===== config.mk =====
export PLATFORM = sky130hd
export DESIGN_NAME = frame_port_arbiter_flat
export DESIGN_NICKNAME = d
export VERILOG_FILES = /design/src/rtl/frame_port_arbiter_if.sv /design/src/rtl/frame_port_arbiter.sv /design/src/flat_wrapper.sv
export SDC_FILE = /design/constraint.sdc
export NUM_CORES = 1
export LEC_CHECK = 0
export CAP_MARGIN = 10
export CORE_ASPECT_RATIO = 0.7
export CORE_MARGIN = 1.5
export CORE_UTILIZATION = 35
export DETAILED_ROUTE_END_ITERATION = 10
export PLACE_DENSITY_LB_ADDON = 0.05
export SYNTH_ARGS = -nofsm -noshare
export SYNTH_HDL_FRONTEND = slang
export SYNTH_SLANG_ARGS = --single-unit
export TNS_END_PERCENT = 5

===== constraint.sdc =====
create_clock -name clk25 -period 5 [get_ports clk25]
set_clock_uncertainty 0.15 [all_clocks]
set_input_delay 1 -clock clk25 [delete_from_list [all_inputs] [get_ports clk25]]
set_output_delay 1 -clock clk25 [all_outputs]
set_load 0.02 [all_outputs]

===== src/rtl/frame_port_arbiter_if.sv =====
// Bundle of the two requester ports and the frame-buffer read port.
// master = requesters plus memory, slave = arbiter.
interface frame_port_arbiter_if #(
  parameter int unsigned ADDR_W = 17,
  parameter int unsigned DATA_W = 16
);
  logic              req0;
  logic              req1;
  logic [ADDR_W-1:0] addr0;
  logic [ADDR_W-1:0] addr1;
  logic              last0;
  logic              last1;
  logic              gnt0;
  logic              gnt1;
  logic              rvalid0;
  logic              rvalid1;
  logic [DATA_W-1:0] rdata0;
  logic [DATA_W-1:0] rdata1;
  logic [ADDR_W-1:0] frame_addr;
  logic [DATA_W-1:0] frame_pixel;
  logic              busy;

  modport master (
    output req0, req1, addr0, addr1, last0, last1, frame_pixel,
    input  gnt0, gnt1, rvalid0, rvalid1, rdata0, rdata1, frame_addr, busy
  );

  modport slave (
    input  req0, req1, addr0, addr1, last0, last1, frame_pixel,
    output gnt0, gnt1, rvalid0, rvalid1, rdata0, rdata1, frame_addr, busy
  );
endinterface


===== src/rtl/frame_port_arbiter.sv =====
// Round-robin, burst-locked arbiter sharing one frame-buffer read port between
// two scan engines; read data is routed back by an owner tag through the latency pipe.
module frame_port_arbiter #(
  parameter int unsigned ADDR_W    = 17,
  parameter int unsigned DATA_W    = 16,
  parameter int unsigned RD_LAT    = 1,
  parameter int unsigned MAX_BURST = 320
) (
  input  logic                 clk25,
  input  logic                 rst_n,
  frame_port_arbiter_if.slave  bus
);
  localparam int unsigned     BW        = $clog2(MAX_BURST + 1);
  localparam logic [BW-1:0]   BCNT_LAST = BW'(MAX_BURST - 1);

  typedef enum logic [1:0] {
    IDLE = 2'd0,
    OWN0 = 2'd1,
    OWN1 = 2'd2
  } state_t;

  state_t              state_q, state_d;
  logic                last_served_q, last_served_d;
  logic [BW-1:0]       bcnt_q, bcnt_d;
  logic [ADDR_W-1:0]   frame_addr_q, frame_addr_d;
  logic [RD_LAT-1:0]   vld_q, tag_q;
  logic                rvalid0_q, rvalid1_q;
  logic [DATA_W-1:0]   rdata0_q, rdata1_q;

  logic                acc, acc_tag;
  logic                cur, cur_req, cur_last, oth_req;
  logic [ADDR_W-1:0]   cur_addr;
  logic                pipe_vld, pipe_tag;

  // Both OWN states share one body, selected by the current owner index.
  assign cur      = (state_q == OWN1);
  assign cur_req  = cur ? bus.req1  : bus.req0;
  assign cur_last = cur ? bus.last1 : bus.last0;
  assign oth_req  = cur ? bus.req0  : bus.req1;
  assign cur_addr = cur ? bus.addr1 : bus.addr0;

  always_comb begin
    state_d       = state_q;
    last_served_d = last_served_q;
    bcnt_d        = bcnt_q;
    frame_addr_d  = frame_addr_q;
    acc           = 1'b0;
    acc_tag       = 1'b0;
    unique case (state_q)
      IDLE: begin
        if (bus.req0 && bus.req1) state_d = last_served_q ? OWN0 : OWN1;
        else if (bus.req0)        state_d = OWN0;
        else if (bus.req1)        state_d = OWN1;
      end
      OWN0, OWN1: begin
        if (cur_req) begin
          acc          = 1'b1;
          acc_tag      = cur;
          frame_addr_d = cur_addr;
          bcnt_d       = bcnt_q + 1'b1;
        end
        if (!cur_req || cur_last || (bcnt_q == BCNT_LAST)) begin
          last_served_d = cur;
          bcnt_d        = '0;
          if (oth_req) state_d = cur ? OWN0 : OWN1;
          else         state_d = IDLE;
        end
      end
      default: state_d = IDLE;
    endcase
  end

  assign pipe_vld = vld_q[RD_LAT-1];
  assign pipe_tag = tag_q[RD_LAT-1];

  always_ff @(posedge clk25 or negedge rst_n) begin
    if (!rst_n) begin
      state_q       <= IDLE;
      last_served_q <= 1'b1;
      bcnt_q        <= '0;
      frame_addr_q  <= '0;
      vld_q         <= '0;
      tag_q         <= '0;
      rvalid0_q     <= 1'b0;
      rvalid1_q     <= 1'b0;
      rdata0_q      <= '0;
      rdata1_q      <= '0;
    end else begin
      state_q       <= state_d;
      last_served_q <= last_served_d;
      bcnt_q        <= bcnt_d;
      frame_addr_q  <= frame_addr_d;
      vld_q[0]      <= acc;
      tag_q[0]      <= acc_tag;
      for (int unsigned i = 1; i < RD_LAT; i++) begin
        vld_q[i] <= vld_q[i-1];
        tag_q[i] <= tag_q[i-1];
      end
      rvalid0_q <= pipe_vld && !pipe_tag;
      rvalid1_q <= pipe_vld &&  pipe_tag;
      if (pipe_vld && !pipe_tag) rdata0_q <= bus.frame_pixel;
      if (pipe_vld &&  pipe_tag) rdata1_q <= bus.frame_pixel;
    end
  end

  assign bus.gnt0       = (state_q == OWN0);
  assign bus.gnt1       = (state_q == OWN1);
  assign bus.busy       = (state_q != IDLE);
  assign bus.frame_addr = frame_addr_q;
  assign bus.rvalid0    = rvalid0_q;
  assign bus.rvalid1    = rvalid1_q;
  assign bus.rdata0     = rdata0_q;
  assign bus.rdata1     = rdata1_q;
endmodule

===== src/flat_wrapper.sv =====
// flat-port wrapper written by rule: the top's interface ports become plain ports
module frame_port_arbiter_flat 
#(
  parameter int unsigned ADDR_W    = 17,
  parameter int unsigned DATA_W    = 16,
  parameter int unsigned RD_LAT    = 1,
  parameter int unsigned MAX_BURST = 320
)
  (clk25, rst_n, bus_req0, bus_req1, bus_addr0, bus_addr1, bus_last0, bus_last1, bus_frame_pixel, bus_gnt0, bus_gnt1, bus_rvalid0, bus_rvalid1, bus_rdata0, bus_rdata1, bus_frame_addr, bus_busy);
  frame_port_arbiter_if #(.ADDR_W(ADDR_W), .DATA_W(DATA_W)) bus_i ();
  input  logic clk25;
  input  logic rst_n;
  input wire logic [$bits(bus_i.req0)-1:0] bus_req0;
  input wire logic [$bits(bus_i.req1)-1:0] bus_req1;
  input wire logic [$bits(bus_i.addr0)-1:0] bus_addr0;
  input wire logic [$bits(bus_i.addr1)-1:0] bus_addr1;
  input wire logic [$bits(bus_i.last0)-1:0] bus_last0;
  input wire logic [$bits(bus_i.last1)-1:0] bus_last1;
  input wire logic [$bits(bus_i.frame_pixel)-1:0] bus_frame_pixel;
  output wire logic [$bits(bus_i.gnt0)-1:0] bus_gnt0;
  output wire logic [$bits(bus_i.gnt1)-1:0] bus_gnt1;
  output wire logic [$bits(bus_i.rvalid0)-1:0] bus_rvalid0;
  output wire logic [$bits(bus_i.rvalid1)-1:0] bus_rvalid1;
  output wire logic [$bits(bus_i.rdata0)-1:0] bus_rdata0;
  output wire logic [$bits(bus_i.rdata1)-1:0] bus_rdata1;
  output wire logic [$bits(bus_i.frame_addr)-1:0] bus_frame_addr;
  output wire logic [$bits(bus_i.busy)-1:0] bus_busy;
  assign bus_i.req0 = bus_req0;
  assign bus_i.req1 = bus_req1;
  assign bus_i.addr0 = bus_addr0;
  assign bus_i.addr1 = bus_addr1;
  assign bus_i.last0 = bus_last0;
  assign bus_i.last1 = bus_last1;
  assign bus_i.frame_pixel = bus_frame_pixel;
  assign bus_gnt0 = bus_i.gnt0;
  assign bus_gnt1 = bus_i.gnt1;
  assign bus_rvalid0 = bus_i.rvalid0;
  assign bus_rvalid1 = bus_i.rvalid1;
  assign bus_rdata0 = bus_i.rdata0;
  assign bus_rdata1 = bus_i.rdata1;
  assign bus_frame_addr = bus_i.frame_addr;
  assign bus_busy = bus_i.busy;
  frame_port_arbiter #(.ADDR_W(ADDR_W), .DATA_W(DATA_W), .RD_LAT(RD_LAT), .MAX_BURST(MAX_BURST)) u_core (.clk25(clk25), .rst_n(rst_n), .bus(bus_i));
endmodule

* Word-level counts from Yosys, hierarchy flattened *
Cells that the tools add are included.

word-level totals
  flip-flop bits (word level) = 65
  input port bits = 56
  output and inout port bits = 54
  word-level logic and storage cells = 49

operators by class
  add/sub/neg operators = 1
  equality and inequality tests = 5
  muxes and demuxes = 18
  reductions and logical operators = 15

operators by type and width
  kind                   count
  $mux W9                2
  $mux W17               1
  $mux W2                7
  $add A9 B1 Y9 const B  1
  $eq A9 B9 Y1 const B   1
  $reduce_and A2 Y1      4
  $mux W1                7
  $ne A4 B3 Y1 const B   1
  $pmux W2 S2            1
  $reduce_bool A2 Y1     2
  $logic_and A1 B1 Y1    3
  $eq A2 B1 Y1 const B   1
  $eq A2 B2 Y1 const B   1
  $logic_not A1 Y1       2
  $logic_not A2 Y1       1
  $logic_or A1 B1 Y1     2
  $ne A2 B1 Y1 const B   1
  $reduce_or A2 Y1       1

* Logic depth before layout (Yosys ltp) *
Gate-level depths: netlist (run 1).

  depth in word-level cells = 7
  depth in mapped cells = 7
  mapped depth without buffers = 6

* Worst setup path before layout (run 1) *
No wires, ideal clock.

  path kind = input-to-reg
  from = input bus_req0
  to = register u_core.last_served_q
  library setup time = 0.082 ns
  arrival = 1.807 ns
  data required time = 4.768 ns
  slack = 2.961 ns
  stages on the path = 4
  buffers on the path = 0
  cell sequence = mux2_4 -> nand2_1 -> o21a_4 -> mux2_4

between the ends
  word-level cells in the longest chain between the ends = 5

RTL lines
  item                              RTL line                  source
  from (decl)                       flat_wrapper.sv:13        input wire logic [$bits(bus_i.req0)-1:0] bus_req0;
  $mux W1                           frame_port_arbiter.sv:37  assign cur_req = cur ? bus.req1 : bus.req0;
  $logic_not A1 Y1                  frame_port_arbiter.sv:62  if (!cur_req || cur_last || (bcnt_q == BCNT_LAST)) begin
  $logic_or A1 B1 Y1 (2 in series)  frame_port_arbiter.sv:62
  $reduce_and A2 Y1 (no line)       -
  to (signal assigned)              frame_port_arbiter.sv:90  last_served_q <= last_served_d;
  to (decl)                         frame_port_arbiter.sv:23  logic last_served_q, last_served_d;

No other way between the ends.
A chain may end at the register's enable or synchronous reset.

* Final worst setup path (run 1) *
  from = register u_core.state_q[0]
  to = output bus_gnt1

between the ends
  word-level cells in the longest chain between the ends = 1

RTL lines
  item                    RTL line                   source
  from (decl)             frame_port_arbiter.sv:22   state_t state_q, state_d;
  from (signal assigned)  frame_port_arbiter.sv:89   state_q <= state_d;
  $eq A2 B2 Y1            frame_port_arbiter.sv:107  assign bus.gnt1 = (state_q == OWN1);
  to (decl)               flat_wrapper.sv:21         output wire logic [$bits(bus_i.gnt1)-1:0] bus_gnt1;

No other way between the ends.

==> qor.txt, run 1 <==
Core ar. - 7838 um2
PwrDens - 651.7 nW/um2
Gpl congestion - 0.7516
Worst Path Arrival - 2020 ps
Mapped cell area - 2810 um2
CP Capture Type - output pin
Netlist cell types - 31
Row count - 27
DR pass1 iterations - 4
Setup ws final - 1826 ps
Synth area leaders - dfrtp_1 57%, mux2_2 13%, mux2i_1 6.4%, o21ai_0 3.2%, nand2_1 3.2%
CTS Root Cell - clkbuf_16
Initial antenna violation count - 0
TritonCTS Buffers - 9
Sequential-to-total area share from yosys stat - 57.93%
Leak pwr - 1.847 nW
Critical path class - flip-flop to output pin
Min Clock Period, post-route - 3174 ps
Net Count, Synth - 285
Total number of vias - 2037
Cell chain of the critical path - inv_1 -> ha_1 -> buf_4 -> clkdlybuf4s50_1
Worst Hold Class - flip-flop to flip-flop
Die area - 8585 um2
GR Util met2 - 22.05%
Hold depth - 2
Tot GR Track Use - 15.62%
Cells after synthesis - 223
CTS Buffer Depth - 2
Final HPWL DP - 4437 um
Simple-Gate Fraction of Synth Area - 7.658%
Post-CTS setup buffer count - 0
Total gr overflow - 0
Clock Pin Slew Worst Setup and Hold Paths - 50 ps
Number of global-route vias before repair - 2067
GR Util met1 - 20.54%
Largest stage delay, worst path - 670 ps
# Max-Cap Violations - 0
Nets@finish - 398
CTS tree - built
Cell depth of the worst flop-to-flop path - 5
Slew Viols, Final - 0
H-tree depth - 3
Final Hold Vio Count - 0
CP Max Fanout - 23
XOR/XNOR Fraction of Synth Area - 1.870%
RSZ-0062 raised after global routing - false
VDD IR-drop max - 0.2428 mV
Routed WL - 6078 um
DRC - 0
Pre-CTS setup slack - 1929 ps
Largest net degree at the start of global routing - 37
Fmax - 315.0 MHz
Quantity of gates resized following cts - 0
Worst slew margin - 38.54%
I/O Pins - 110
Vias per inst - 4.609
Largest family of logic cells by synthesized area - multiplexers
# diodes - 0
Grt peak-use layer - met2
Area leader, netlist - dfrtp_1
Detail Route Antenna Nets - 0
Synth Register Bits - 65
Critical path's slowest cell - clkdlybuf4s50_1
Starting density of the core - 35.86%
Share of cells above drive strength 1 - 17.01%
DR WL/cell - 13.75 um
Mux cell area share after synthesis - 20.70%
Outcome - finished clean
Die height - 77.97 um
# hold bufs at CTS - 0
Period utilisation layout - 63.49%
Synthesized area per cell - 12.60 um2
First-pass GRT wire length - 10040 um
CP startpoint kind - flip-flop
Grt met3 use - 7.479%
Synthesis Warnings - 0
Worst skew pair latency - 320 ps
Register area - 1628 um2
Top-area cell type share of the netlist area - 56.99%
Die extent in x - 110.1 um
Final setup viols - 0
Starting DRT DRC Count - 25
Clock sink total - 65
Fillers - 704
Input/output buffers - 109
Post-synthesis adder-cell area fraction - 2.671%
Worst EP required - 3850 ps
Setup total negative slack - 0 ps
Syn-to-layout area delta - 52.76%
Footprint of the multi-input gates - 1099 um2
Worst-Margin Slew - 919.6 ps
Compound-gate portion of the synthesized area - 6.189%
[final cells by class]
| class | count | area share [%] |
|---|---|---|
| timing repair buffer | 111 | 25.65 |
| clock buffer | 10 | 5.567 |
| multi-input combinational | 140 | 25.59 |
| tap | 101 | 2.944 |
| clock inverter | 6 | 1.545 |
| sequential | 65 | 37.92 |
| inverter | 9 | 0.7869 |
[synthesized netlist by cell type]
cell / count
nand2b_1: 2
a22o_1: 1
clkbuf_2: 1
a211oi_1: 1
o32a_1: 1
and3_1: 2
dfrtp_1: 64
xor2_1: 3
nand2_1: 24
nor4bb_1: 1
mux2_2: 33
nor2_1: 10
o21ai_0: 18
o21a_1: 1
a31oi_1: 1
ha_1: 6
mux2_4: 2
inv_1: 9
nand4_1: 3
buf_2: 6
buf_4: 2
o21a_4: 1
xnor2_1: 3
dfstp_2: 1
mux2i_1: 18
o22ai_1: 1
and3b_2: 1
and2_4: 1
a21oi_1: 1
nand3_1: 3
o32ai_1: 2
[routing by layer]
layer | wire (um) | up-vias | part of all wire, %
met5 | 0 | - | 0
met4 | 104 | 0 | 1.7
met3 | 543 | 9 | 8.9
met2 | 2558 | 62 | 42
met1 | 2873 | 969 | 47
li1 | - | 997 | -
[final timing paths]
kind                                            from                   endpoint  slack [ps]
max                                u_core.state_q[0]                   bus_gnt1        1830
min                        u_core.bus.frame_addr[15]  u_core.bus.frame_addr[15]         320
min in group asynchronous                      rst_n  u_core.bus.frame_addr[16]         550
min reg2reg                u_core.bus.frame_addr[15]  u_core.bus.frame_addr[15]         320
max in group asynchronous                      rst_n  u_core.bus.frame_addr[10]        3230
max reg2reg                        u_core.state_q[0]  u_core.bus.frame_addr[13]        2690
[critical path: cells and delay by family, from the launching register on]
family	cells	cell delay, ps
adders and majority gates	1	180
DFF	1	400
buffers and inverters	3	1120
[layout by cell type, fill, tap and decap left out, types with 2 or more instances in the layout]
cell               n
nand4_1            3
clkinvlp_4         3
xor2_1             3
and3_1             2
o32ai_1            2
nand2b_1           2
clkdlybuf4s50_1  108
buf_4              2
inv_1              9
mux2_2            33
mux2i_1           18
o21ai_0           18
xnor2_1            3
nand2_1           24
dfrtp_1           64
clkbuf_16          9
mux2_4             2
nor2_1            10
nand3_1            3
ha_1               6
[flip-flops by register name, indices dropped and copies added, names as in the netlist]
register               count
u_core.bus.frame_addr     17
u_core.bus.rvalid0         1
u_core.bus.rvalid1         1
u_core.last_served_q       1
u_core.bus.rdata1         16
u_core.bus.rdata0         16
u_core.pipe_tag            1
u_core.state_q             2
u_core.bcnt_q              9
u_core.pipe_vld            1
[cell families (layout without fill, tap and decap cells)]
group / after synthesis / after routing
fa+ha+maj: 6 / 6
flops: 65 / 65
mux: 53 / 53
compound gates: 28 / 28
simple gates: 47 / 47
buf+inv: 18 / 136
xor+xnor: 6 / 6
[where the power goes]
part	internal [mW]	leakage, nW	switching [mW]
clock	0.400	0.141	0.226
sequential	0.756	0.799	0.110
combinational	0.656	0.907	0.649
[metrics by stage]
stage,instances,utilization (%),power (mW),hold WS (ps),cell area (um2)
2_1_floorplan,223,-,1.614,349.6,2810
3_3_place_gp,426,50.88,2.189,312.2,3988
3_5_place_dp,426,50.88,2.196,319.9,3988
5_1_grt,442,54.77,2.985,346.8,4293
6_report,442,54.77,2.798,324.3,4293
4_1_cts,442,54.77,2.838,331.4,4293
Note: power is estimated with default switching activity, not from simulation.
==> run 2, diff against run 1 <==
==> constraint.sdc (replaced) <==
create_clock -name clk25 -period 2.59 [get_ports clk25]
set_clock_uncertainty 0.15 [all_clocks]
set_input_delay 0.518 -clock clk25 [delete_from_list [all_inputs] [get_ports clk25]]
set_output_delay 0.518 -clock clk25 [all_outputs]
set_load 0.02 [all_outputs]
==> qor.txt, run 2 (same netlist as run 1, synthesis figures left out) <==
Die extent in x - 110.1 um
Worst Path Arrival - 1770 ps
Post-Layout Inst Area - 4320 um2
Placed Instances - 429
Largest net degree at the start of global routing - 44
I/O Pins - 110
Worst Hold Class - input pin to async pin
Worst EP required - 1920 ps
Worst-Margin Slew - 531.1 ps
Syn-to-layout area delta - 53.74%
CTS Root Cell - clkbuf_16
Final setup viols - 0
CP Max Fanout - 4
Nets@finish - 401
Starting DRT DRC Count - 61
R2r startpoint - u_core.state_q[0]
Core ar. - 7838 um2
DRC - 0
Comb power frac - 46.9%
Non-Filler Instances - 445
Die height - 77.97 um
Clock sink total - 65
Die area - 8585 um2
First-pass GRT wire length - 10490 um
# Max-Cap Violations - 0
Tot GR Track Use - 16.13%
H-tree depth - 3
Starting density of the core - 35.86%
Leak pwr - 1.865 nW
Most common cell after layout, fill and taps aside - clkdlybuf4s50_1
Detail Route Antenna Nets - 0
Number of global-route vias before repair - 2231
DR WL/cell - 14.19 um
Commonest non-fill, non-tap cells in the layout - 108 x clkdlybuf4s50_1, 64 x dfrtp_1, 33 x mux2_2
Total gr overflow - 0
Min Clock Period, post-route - 2436 ps
CTS Buffer Depth - 2
R2r setup slk - 640 ps
Row count - 27
VDD IR-drop max - 0.4834 mV
Gpl congestion - 0.7644
DR pass1 iterations - 4
Share of cells above drive strength 1 - 17.44%
Final Hold Vio Count - 0
Net Sw Frac - 35.01%
Final Core Density - 55.12%
Area after DPL - 4023 um2
Quantity of gates resized following cts - 0
Post-CTS setup buffer count - 0
Largest register FFs - 17
# hold bufs at CTS - 0
Setup total negative slack - 0 ps
Clock Pin Slew Worst Setup and Hold Paths - 50 ps
CTS tree - built
Worst slew margin - 64.59%
Fmax - 410.5 MHz
Int Power - 3.514 mW
Initial antenna violation count - 0
Part of the power in registers - 31.2%
CP startpoint kind - flip-flop
PwrDens - 1252 nW/um2
Outcome - finished clean
Worst skew pair latency - 320 ps
Sw power - 1.893 mW
Power share of the clock group - 21.9%
CP Capture Type - output pin
Period utilisation layout - 94.06%
Input/output buffers - 109
Cell depth of the worst flop-to-flop path - 6
Final HPWL DP - 4544 um
Routed WL - 6314 um
Slew Viols, Final - 0
Total number of vias - 2080
Critical R2R Capture - u_core.last_served_q
TritonCTS Buffers - 9
Vias per inst - 4.674
RSZ-0062 raised after global routing - false
# diodes - 0
Critical path class - flip-flop to output pin
## run 2: changes by cell type in the layout (fill, tap and decap cells not counted)
cell        before  now
inv_6            1    0
buf_12           0    1
clkinvlp_4       3    2
buf_4            2    4
clkbuf_1         0    1
clkinv_2         1    2
## run 2: per-stage QoR
stage / setup slack [ps] / hold slack, ps / total power [mW]
after floorplan: 654.4 / 72.41 / 3.116
after global placement: 482.3 / 312.5 / 4.241
after detailed placement: 428.2 / 319.7 / 4.268
after CTS: 160.6 / 33.27 / 5.484
after global routing: 78.27 / 49.93 / 5.767
final: 153.8 / 24.03 / 5.408
## run 2: per-layer routing
layer | GRT usage [%] | share of wire (%)
met2 | 23.91 | 44
met4 | 4.231 | 0.81
met5 | 0 | 0
met1 | 21.29 | 48
met3 | 7.395 | 7.8
## run 2: cell type report
class | count | area (um2)
sequential | 65 | 1628
clock inverter | 5 | 55.05
clock buffer | 11 | 242.7
timing repair buffer | 114 | 1136
inverter | 9 | 33.78
tap | 101 | 126.4
fill | 704 | 3517
multi-input combinational | 140 | 1099
## run 2: worst max path at each step
stage | cells past startpoint | to | start
after floorplan | 6 | u_core.last_served_q | u_core.state_q[0]
after global placement | 5 | u_core.bus.frame_addr[3] | bus_req1
after detailed placement | 5 | u_core.last_served_q | bus_req1
after CTS | 3 | bus_gnt1 | u_core.state_q[0]
after global routing | 4 | bus_busy | u_core.state_q[1]
final | 4 | bus_busy | u_core.state_q[1]
## run 2: critical path, cell delays in order, from the launching register on
cell and delay, ps:
dfrtp_1 410, inv_1 100, ha_1 220, inv_1 110, clkdlybuf4s50_1 620
## run 2: power groups by stage
| stage | combinational, mW | clock [mW] | sequential, mW |
|---|---|---|---|
| global placement | 2.55 | 0 | 1.69 |
| finish | 2.54 | 1.18 | 1.69 |
| global route | 2.75 | 1.27 | 1.75 |
| detailed placement | 2.57 | 0 | 1.70 |
| floorplan | 0.951 | 0 | 2.17 |
| CTS | 2.57 | 1.22 | 1.69 |
